$ cat config.mk
export PLATFORM = sky130hd
export DESIGN_NAME = audio_mix_buffer
export DESIGN_NICKNAME = d
export VERILOG_FILES = /design/src/rtl/audio_mix_buffer.sv
export SDC_FILE = /design/constraint.sdc
export NUM_CORES = 2
export LEC_CHECK = 0
export ABC_AREA = 1
export BUFFER_PORTS_ARGS = -buffer_cell sky130_fd_sc_hd__buf_4
export CORE_MARGIN = 1.5
export CORE_UTILIZATION = 30
export DETAILED_ROUTE_END_ITERATION = 10
export PLACE_DENSITY = 0.41
export REMOVE_ABC_BUFFERS = 1
export SETUP_SLACK_MARGIN = 0.02
export SLEW_MARGIN = 40
export SYNTH_ARGS = -nofsm -noshare
export SYNTH_HDL_FRONTEND = slang
export SYNTH_SLANG_ARGS = --single-unit
$ cat constraint.sdc
create_clock -name clk -period 16.9 [get_ports clk]
set_input_delay 3.38 -clock clk [delete_from_list [all_inputs] [get_ports clk]]
set_output_delay 3.38 -clock clk [all_outputs]
set_load 0.02 [all_outputs]
$ cat src/rtl/audio_mix_buffer.sv
`default_nettype none
// ============================================================================
// Module   : audio_mix_buffer
// Brief    : Multi-voice mixer with per-channel gain/mute, saturating sum and
//            an output FIFO that decouples processor and codec timing.
//            Optional peak meter enabled by macro AUDIO_MIX_PEAK_METER_EN.
// Revision : 1.0 - initial release
// ============================================================================
module audio_mix_buffer #(
    parameter int NUM_CH   = 4,
    parameter int SAMPLE_W = 32,
    parameter int GAIN_W   = 8,
    parameter int DEPTH    = 16
) (
    input  logic                         clk,
    input  logic                         reset_n,
    input  logic                         sample_clock,
    input  logic [NUM_CH*SAMPLE_W-1:0]   in_samples,
    input  logic [NUM_CH*GAIN_W-1:0]     gains,
    input  logic [NUM_CH-1:0]            mute_mask,
    input  logic                         out_ready,
    output logic [SAMPLE_W-1:0]          out_sample,
    output logic                         out_write,
    output logic [$clog2(DEPTH):0]       fill,
    output logic                         overflow,
    output logic                         missed,
    output logic                         underrun,
    input  logic                         clear_flags,
    output logic [SAMPLE_W-1:0]          peak_level
);

    localparam int PROD_W = SAMPLE_W + GAIN_W + 1;
    localparam int ACC_W  = PROD_W + $clog2(NUM_CH) + 1;
    localparam int CH_W   = $clog2(NUM_CH + 1);
    localparam int AW     = $clog2(DEPTH);

    localparam logic [1:0] S_IDLE  = 2'd0;
    localparam logic [1:0] S_ACCUM = 2'd1;
    localparam logic [1:0] S_SAT   = 2'd2;
    localparam logic [1:0] S_PUSH  = 2'd3;

    localparam logic [CH_W-1:0] c_NCH  = CH_W'(NUM_CH);
    localparam logic [AW:0]     c_FULL = (AW + 1)'(DEPTH);
    localparam logic signed [ACC_W-1:0] c_MAX =
        {{(ACC_W - SAMPLE_W + 1){1'b0}}, {(SAMPLE_W - 1){1'b1}}};
    localparam logic signed [ACC_W-1:0] c_MIN =
        {{(ACC_W - SAMPLE_W + 1){1'b1}}, {(SAMPLE_W - 1){1'b0}}};

    logic [1:0]                  r_state;
    logic [CH_W-1:0]             r_ch;
    logic [NUM_CH*SAMPLE_W-1:0]  r_smp;
    logic [NUM_CH*GAIN_W-1:0]    r_gain;
    logic [NUM_CH-1:0]           r_mute;
    logic signed [ACC_W-1:0]     r_acc;
    logic [SAMPLE_W-1:0]         r_mix;
    logic                        r_primed;
    logic [SAMPLE_W-1:0]         r_mem [DEPTH];
    logic [AW-1:0]               r_wr_ptr;
    logic [AW-1:0]               r_rd_ptr;
    logic [AW:0]                 r_fill;
    logic [SAMPLE_W-1:0]         r_out_sample;
    logic                        r_out_write;
    logic                        r_overflow;
    logic                        r_missed;
    logic                        r_underrun;

    logic signed [ACC_W-1:0]     w_term;
    logic signed [ACC_W-1:0]     w_shift;
    logic signed [ACC_W-1:0]     w_clamp;
    logic                        w_pop;
    logic                        w_push_req;
    logic                        w_push;
    logic                        w_busy_strobe;

    // Gained contribution of the channel selected by r_ch (zero when muted)
    always_comb begin
        logic signed [PROD_W-1:0] v_prod;
        w_term = '0;
        v_prod = '0;
        for (int k = 0; k < NUM_CH; k++) begin
            if (r_ch == CH_W'(k) && !r_mute[k]) begin
                v_prod = PROD_W'($signed(r_smp[k*SAMPLE_W +: SAMPLE_W]))
                       * PROD_W'($signed({1'b0, r_gain[k*GAIN_W +: GAIN_W]}));
                w_term = ACC_W'(v_prod);
            end
        end
    end

    // Remove the gain scale (floor) and clamp into the sample range
    always_comb begin
        w_shift = r_acc >>> (GAIN_W - 1);
        if (w_shift > c_MAX)
            w_clamp = c_MAX;
        else if (w_shift < c_MIN)
            w_clamp = c_MIN;
        else
            w_clamp = w_shift;
    end

    assign w_pop         = out_ready && (r_fill != '0);
    assign w_push_req    = (r_state == S_PUSH);
    assign w_push        = w_push_req && ((r_fill != c_FULL) || w_pop);
    assign w_busy_strobe = sample_clock && (r_state != S_IDLE);

    // Mixer sequencer: latch, accumulate per channel, saturate, push
    always_ff @(posedge clk or negedge reset_n) begin
        if (!reset_n) begin
            r_state  <= S_IDLE;
            r_ch     <= '0;
            r_smp    <= '0;
            r_gain   <= '0;
            r_mute   <= '0;
            r_acc    <= '0;
            r_mix    <= '0;
            r_primed <= 1'b0;
        end else begin
            case (r_state)
                S_IDLE: begin
                    if (sample_clock) begin
                        r_smp   <= in_samples;
                        r_gain  <= gains;
                        r_mute  <= mute_mask;
                        r_acc   <= '0;
                        r_ch    <= '0;
                        r_state <= S_ACCUM;
                    end
                end
                S_ACCUM: begin
                    // One extra cycle after the last channel before saturating
                    if (r_ch == c_NCH) begin
                        r_state <= S_SAT;
                    end else begin
                        r_acc <= r_acc + w_term;
                        r_ch  <= r_ch + 1'b1;
                    end
                end
                S_SAT: begin
                    r_mix   <= w_clamp[SAMPLE_W-1:0];
                    r_state <= S_PUSH;
                end
                default: begin
                    r_primed <= 1'b1;
                    r_state  <= S_IDLE;
                end
            endcase
        end
    end

    // FIFO storage (no reset needed, validity tracked by pointers)
    always_ff @(posedge clk) begin
        if (w_push)
            r_mem[r_wr_ptr] <= r_mix;
    end

    // FIFO pointers, occupancy and registered drain to the codec
    always_ff @(posedge clk or negedge reset_n) begin
        if (!reset_n) begin
            r_wr_ptr     <= '0;
            r_rd_ptr     <= '0;
            r_fill       <= '0;
            r_out_sample <= '0;
            r_out_write  <= 1'b0;
        end else begin
            if (w_push)
                r_wr_ptr <= r_wr_ptr + 1'b1;
            if (w_pop)
                r_rd_ptr <= r_rd_ptr + 1'b1;
            if (w_push && !w_pop)
                r_fill <= r_fill + 1'b1;
            else if (w_pop && !w_push)
                r_fill <= r_fill - 1'b1;
            r_out_write <= w_pop;
            if (w_pop)
                r_out_sample <= r_mem[r_rd_ptr];
        end
    end

    // Sticky error flags; a new event outranks a simultaneous clear
    always_ff @(posedge clk or negedge reset_n) begin
        if (!reset_n) begin
            r_overflow <= 1'b0;
            r_missed   <= 1'b0;
            r_underrun <= 1'b0;
        end else begin
            if (w_push_req && !w_push)
                r_overflow <= 1'b1;
            else if (clear_flags)
                r_overflow <= 1'b0;
            if (w_busy_strobe)
                r_missed <= 1'b1;
            else if (clear_flags)
                r_missed <= 1'b0;
            if (out_ready && (r_fill == '0) && r_primed)
                r_underrun <= 1'b1;
            else if (clear_flags)
                r_underrun <= 1'b0;
        end
    end

`ifdef AUDIO_MIX_PEAK_METER_EN
    logic [SAMPLE_W-1:0] r_peak;
    logic [SAMPLE_W-1:0] w_abs;

    // Magnitude of the pending mix, most-negative value saturates to max
    always_comb begin
        if (!r_mix[SAMPLE_W-1])
            w_abs = r_mix;
        else if (r_mix == {1'b1, {(SAMPLE_W - 1){1'b0}}})
            w_abs = {1'b0, {(SAMPLE_W - 1){1'b1}}};
        else
            w_abs = -r_mix;
    end

    // Peak hold with slow decay on every accepted strobe
    always_ff @(posedge clk or negedge reset_n) begin
        if (!reset_n)
            r_peak <= '0;
        else if ((r_state == S_IDLE) && sample_clock)
            r_peak <= r_peak - (r_peak >> 6);
        else if (w_push && (w_abs > r_peak))
            r_peak <= w_abs;
    end

    assign peak_level = r_peak;
`else
    assign peak_level = '0;
`endif

    assign out_sample = r_out_sample;
    assign out_write  = r_out_write;
    assign fill       = r_fill;
    assign overflow   = r_overflow;
    assign missed     = r_missed;
    assign underrun   = r_underrun;

endmodule
`default_nettype wire

==> results.py <==
metrics = {
    "run_status": {
        "status": "finished clean",
    },
    "detailed_routing": {
        "viasPerCell": 4.667,
        "drc": 0,
        "initialDrtViolationCount": 3233,
        "dr.max_layer_used": "met4",
        "routed_wl_um": 229100,
        "via_count": 54800,
        "dr_wl_met3_um": 8025,
        "avgRoutedWirePerCell_um": 19.51,
        "wl_met2_um": 107000,
        "ant_nets": 0,
        "met1_length_um": 107200,
        "dr.pass1.iters": 5,
    },
    "global_route": {
        "grt_pass1_wl_um": 355200,
        "antenna_found_initial": 7,
        "grt_pass1_vias": 57810,
        "grt_overflow": 0,
        "grt.total_usage_pct": 18.81,
        "grt_max_degree": 121,
    },
    "clock_network": {
        "clock_latency_ns": 0.77,
        "root_buffer": "clkbuf_16",
        "cts_tree": "built",
        "cts.sinks": 807,
        "cts_hold_buf": 0,
        "h-tree-depth": 3,
        "cts_setup_buffers": 0,
        "cts_resized": 0,
        "path_clk_slew_ns": 0.06,
        "cts.path.max_buffers": 3,
        "cts_buffers": 100,
    },
    "critical_path": {
        "endpoint_kind": "register",
        "cp_top_family": "adder cells",
        "cp-start-kind": "register",
        "worst-setup-path-type": "reg -> reg",
        "worstPathMaxFanout": 33,
        "worstPathBufferInverterCount": 6,
        "crit_required_ns": 17.62,
        "cpPeakStageDelay_ns": 0.60,
        "cp_slowest_cell": "o21ai_0",
        "cp.arrival_ns": 8.86,
        "path_common_cell": "nand2_1",
    },
    "floorplanning": {
        "die-area_um2": 246200,
        "die_y_um": 496.2,
        "fp.dieW_um": 496.2,
        "io_pins": 242,
        "start_util_pct": 30.25,
        "coreArea_um2": 241200,
        "row_count": 180,
    },
    "finish": {
        "syn_to_final_growth_pct": 11.10,
        "fin_nets": 9825,
        "final_cell_mix": "inv_1, nand2_1, fa_1, nor2_1, edfxtp_1",
        "fillers": 25310,
        "final_common_cell": "inv_1",
        "post_route_cells_drive_above_1_share_pct": 8.801,
    },
    "synthesis": {
        "seq_area_frac_synth_pct": 31.19,
        "synth-edff-count": 512,
        "synth-main-ff-cell": "edfxtp_1",
        "avgSynthCellArea_um2": 8.582,
        "ys.warnings.count": 0,
        "yosys_register_bits": 807,
        "netlist_area_um2": 72970,
        "synthCells": 8502,
        "async_flop_share_pct": 36.56,
        "ys_types": 63,
    },
    "sta": {
        "worst_slew_pin_slew_ns": 0.8545,
        "fmax_mhz": 122.8,
        "grt_setup_unrepaired": "false",
        "min_period_ns": 8.143,
        "setup_viol": 0,
        "tns_ns": 0,
        "final-hold-violation-count": 0,
        "drv_slew": 0,
        "fin_crit_sh_pct": 48.18,
        "clock_skew_ns": 0.05252,
        "max_slew_margin_pct": 43.03,
    },
    "placed_design": {
        "hpwl_um": 168500,
        "io_buffer_count": 209,
        "gp_congestion": 0.9051,
    },
    "worst_hold_path": {
        "hold_class": "reg -> reg",
    },
    "flow_run": {
        "max_cap_viol_count": 0,
    },
}
cells by family after synthesis:
group / after synthesis / synth area share [%]
DFF: 807 / 31.19
and+or+nand+nor: 2607 / 14.22
other: 1 / 0.005139
AOI/OAI and AO/OA: 1208 / 9.719
muxes: 164 / 2.529
adders and majority gates: 1186 / 28.51
xor gates and xnor gates: 92 / 1.104
buffers and inverters: 2437 / 12.73
stage by stage:
stage / hold WS, ns / worst slack (ns) / instances / instance area (um^2) / utilization, %
2_1_floorplan: 0.4403 / 7.245 / 8075 / 71220 / -
3_3_place_gp: 0.4739 / 8.713 / 11550 / 77550 / 32.15
3_5_place_dp: 0.4800 / 8.853 / 11550 / 77670 / 32.20
4_1_cts: 0.4949 / 8.809 / 11740 / 81030 / 33.59
5_1_grt: 0.5164 / 8.197 / 11740 / 81070 / 33.61
6_report: 0.4936 / 8.757 / 11740 / 81070 / 33.61
worst min-delay path, cell delays in order (launching register included):
cell and delay [ns]:
dfrtp_1 0.35, nand2_1 0.06, o31ai_1 0.05
Yosys cell counts (32+ instances only):
cell type  number  share of area, %
inv_1        1967                10
nand2_1      1657               8.5
fa_1          794                22
nor2_1        648               3.3
edfxtp_1      512                21
o21ai_0       478               3.3
clkbuf_1      393               2.0
ha_1          392               6.7
a21oi_1       336               2.3
dfrtp_1       295                10
nand3_1       171               1.2
mux2_2        163               2.5
o221ai_1      108               1.3
a31oi_1        67              0.57
xor2_1         50              0.60
xnor2_1        42              0.50
buf_4          32              0.33
path summary, 6_finish.rpt:
path / cells after the start / to / slack, ns / startpoint
setup / recovery: 36 / r_acc[43]$_DFFE_PN0P_ / 8.76 / r_gain[0]$_DFFE_PN0P_
hold / removal: 2 / r_acc[5]$_DFFE_PN0P_ / 0.49 / r_acc[5]$_DFFE_PN0P_
setup reg to reg: 36 / r_acc[43]$_DFFE_PN0P_ / 8.76 / r_gain[0]$_DFFE_PN0P_
hold reg to reg: 2 / r_acc[5]$_DFFE_PN0P_ / 0.49 / r_acc[5]$_DFFE_PN0P_
max in group asynchronous: 3 / r_gain[26]$_DFFE_PN0P_ / 12.81 / reset_n
min in group asynchronous: 1 / r_gain[11]$_DFFE_PN0P_ / 2.53 / reset_n
layout make-up:
cell class / count / area (um^2) / area share, %
Sequential cell: 807 / 22770 / 28.09
Inverter: 1979 / 7438 / 9.176
Clock buffer: 141 / 2826 / 3.487
Antenna cell: 2 / 5.005 / 0.006174
Timing Repair Buffer: 293 / 2317 / 2.858
Tap cell: 3185 / 3985 / 4.916
Multi-Input combinational cell: 5289 / 41190 / 50.81
Clock inverter: 47 / 535.5 / 0.6606
flip-flops by register name, indices dropped and copies added, names as in the netlist, 2 cells and up:
signal,cells
fill,5
out_sample,32
r_acc,44
r_ch,3
r_gain,32
r_mem,512
r_mix,32
r_mute,4
r_rd_ptr,4
r_smp,128
r_state,2
r_wr_ptr,4
metal layers:
layer | track usage [%] | vias to the layer above
met1 | 25.98 | 27410
met4 | 5.477 | 0
met5 | 0 | -
li1 | - | 26160
met3 | 1.755 | 262
met2 | 31.24 | 967
Power is not shown: default switching activity piles up to over one toggle a cycle in this logic, so the estimate is an artifact.
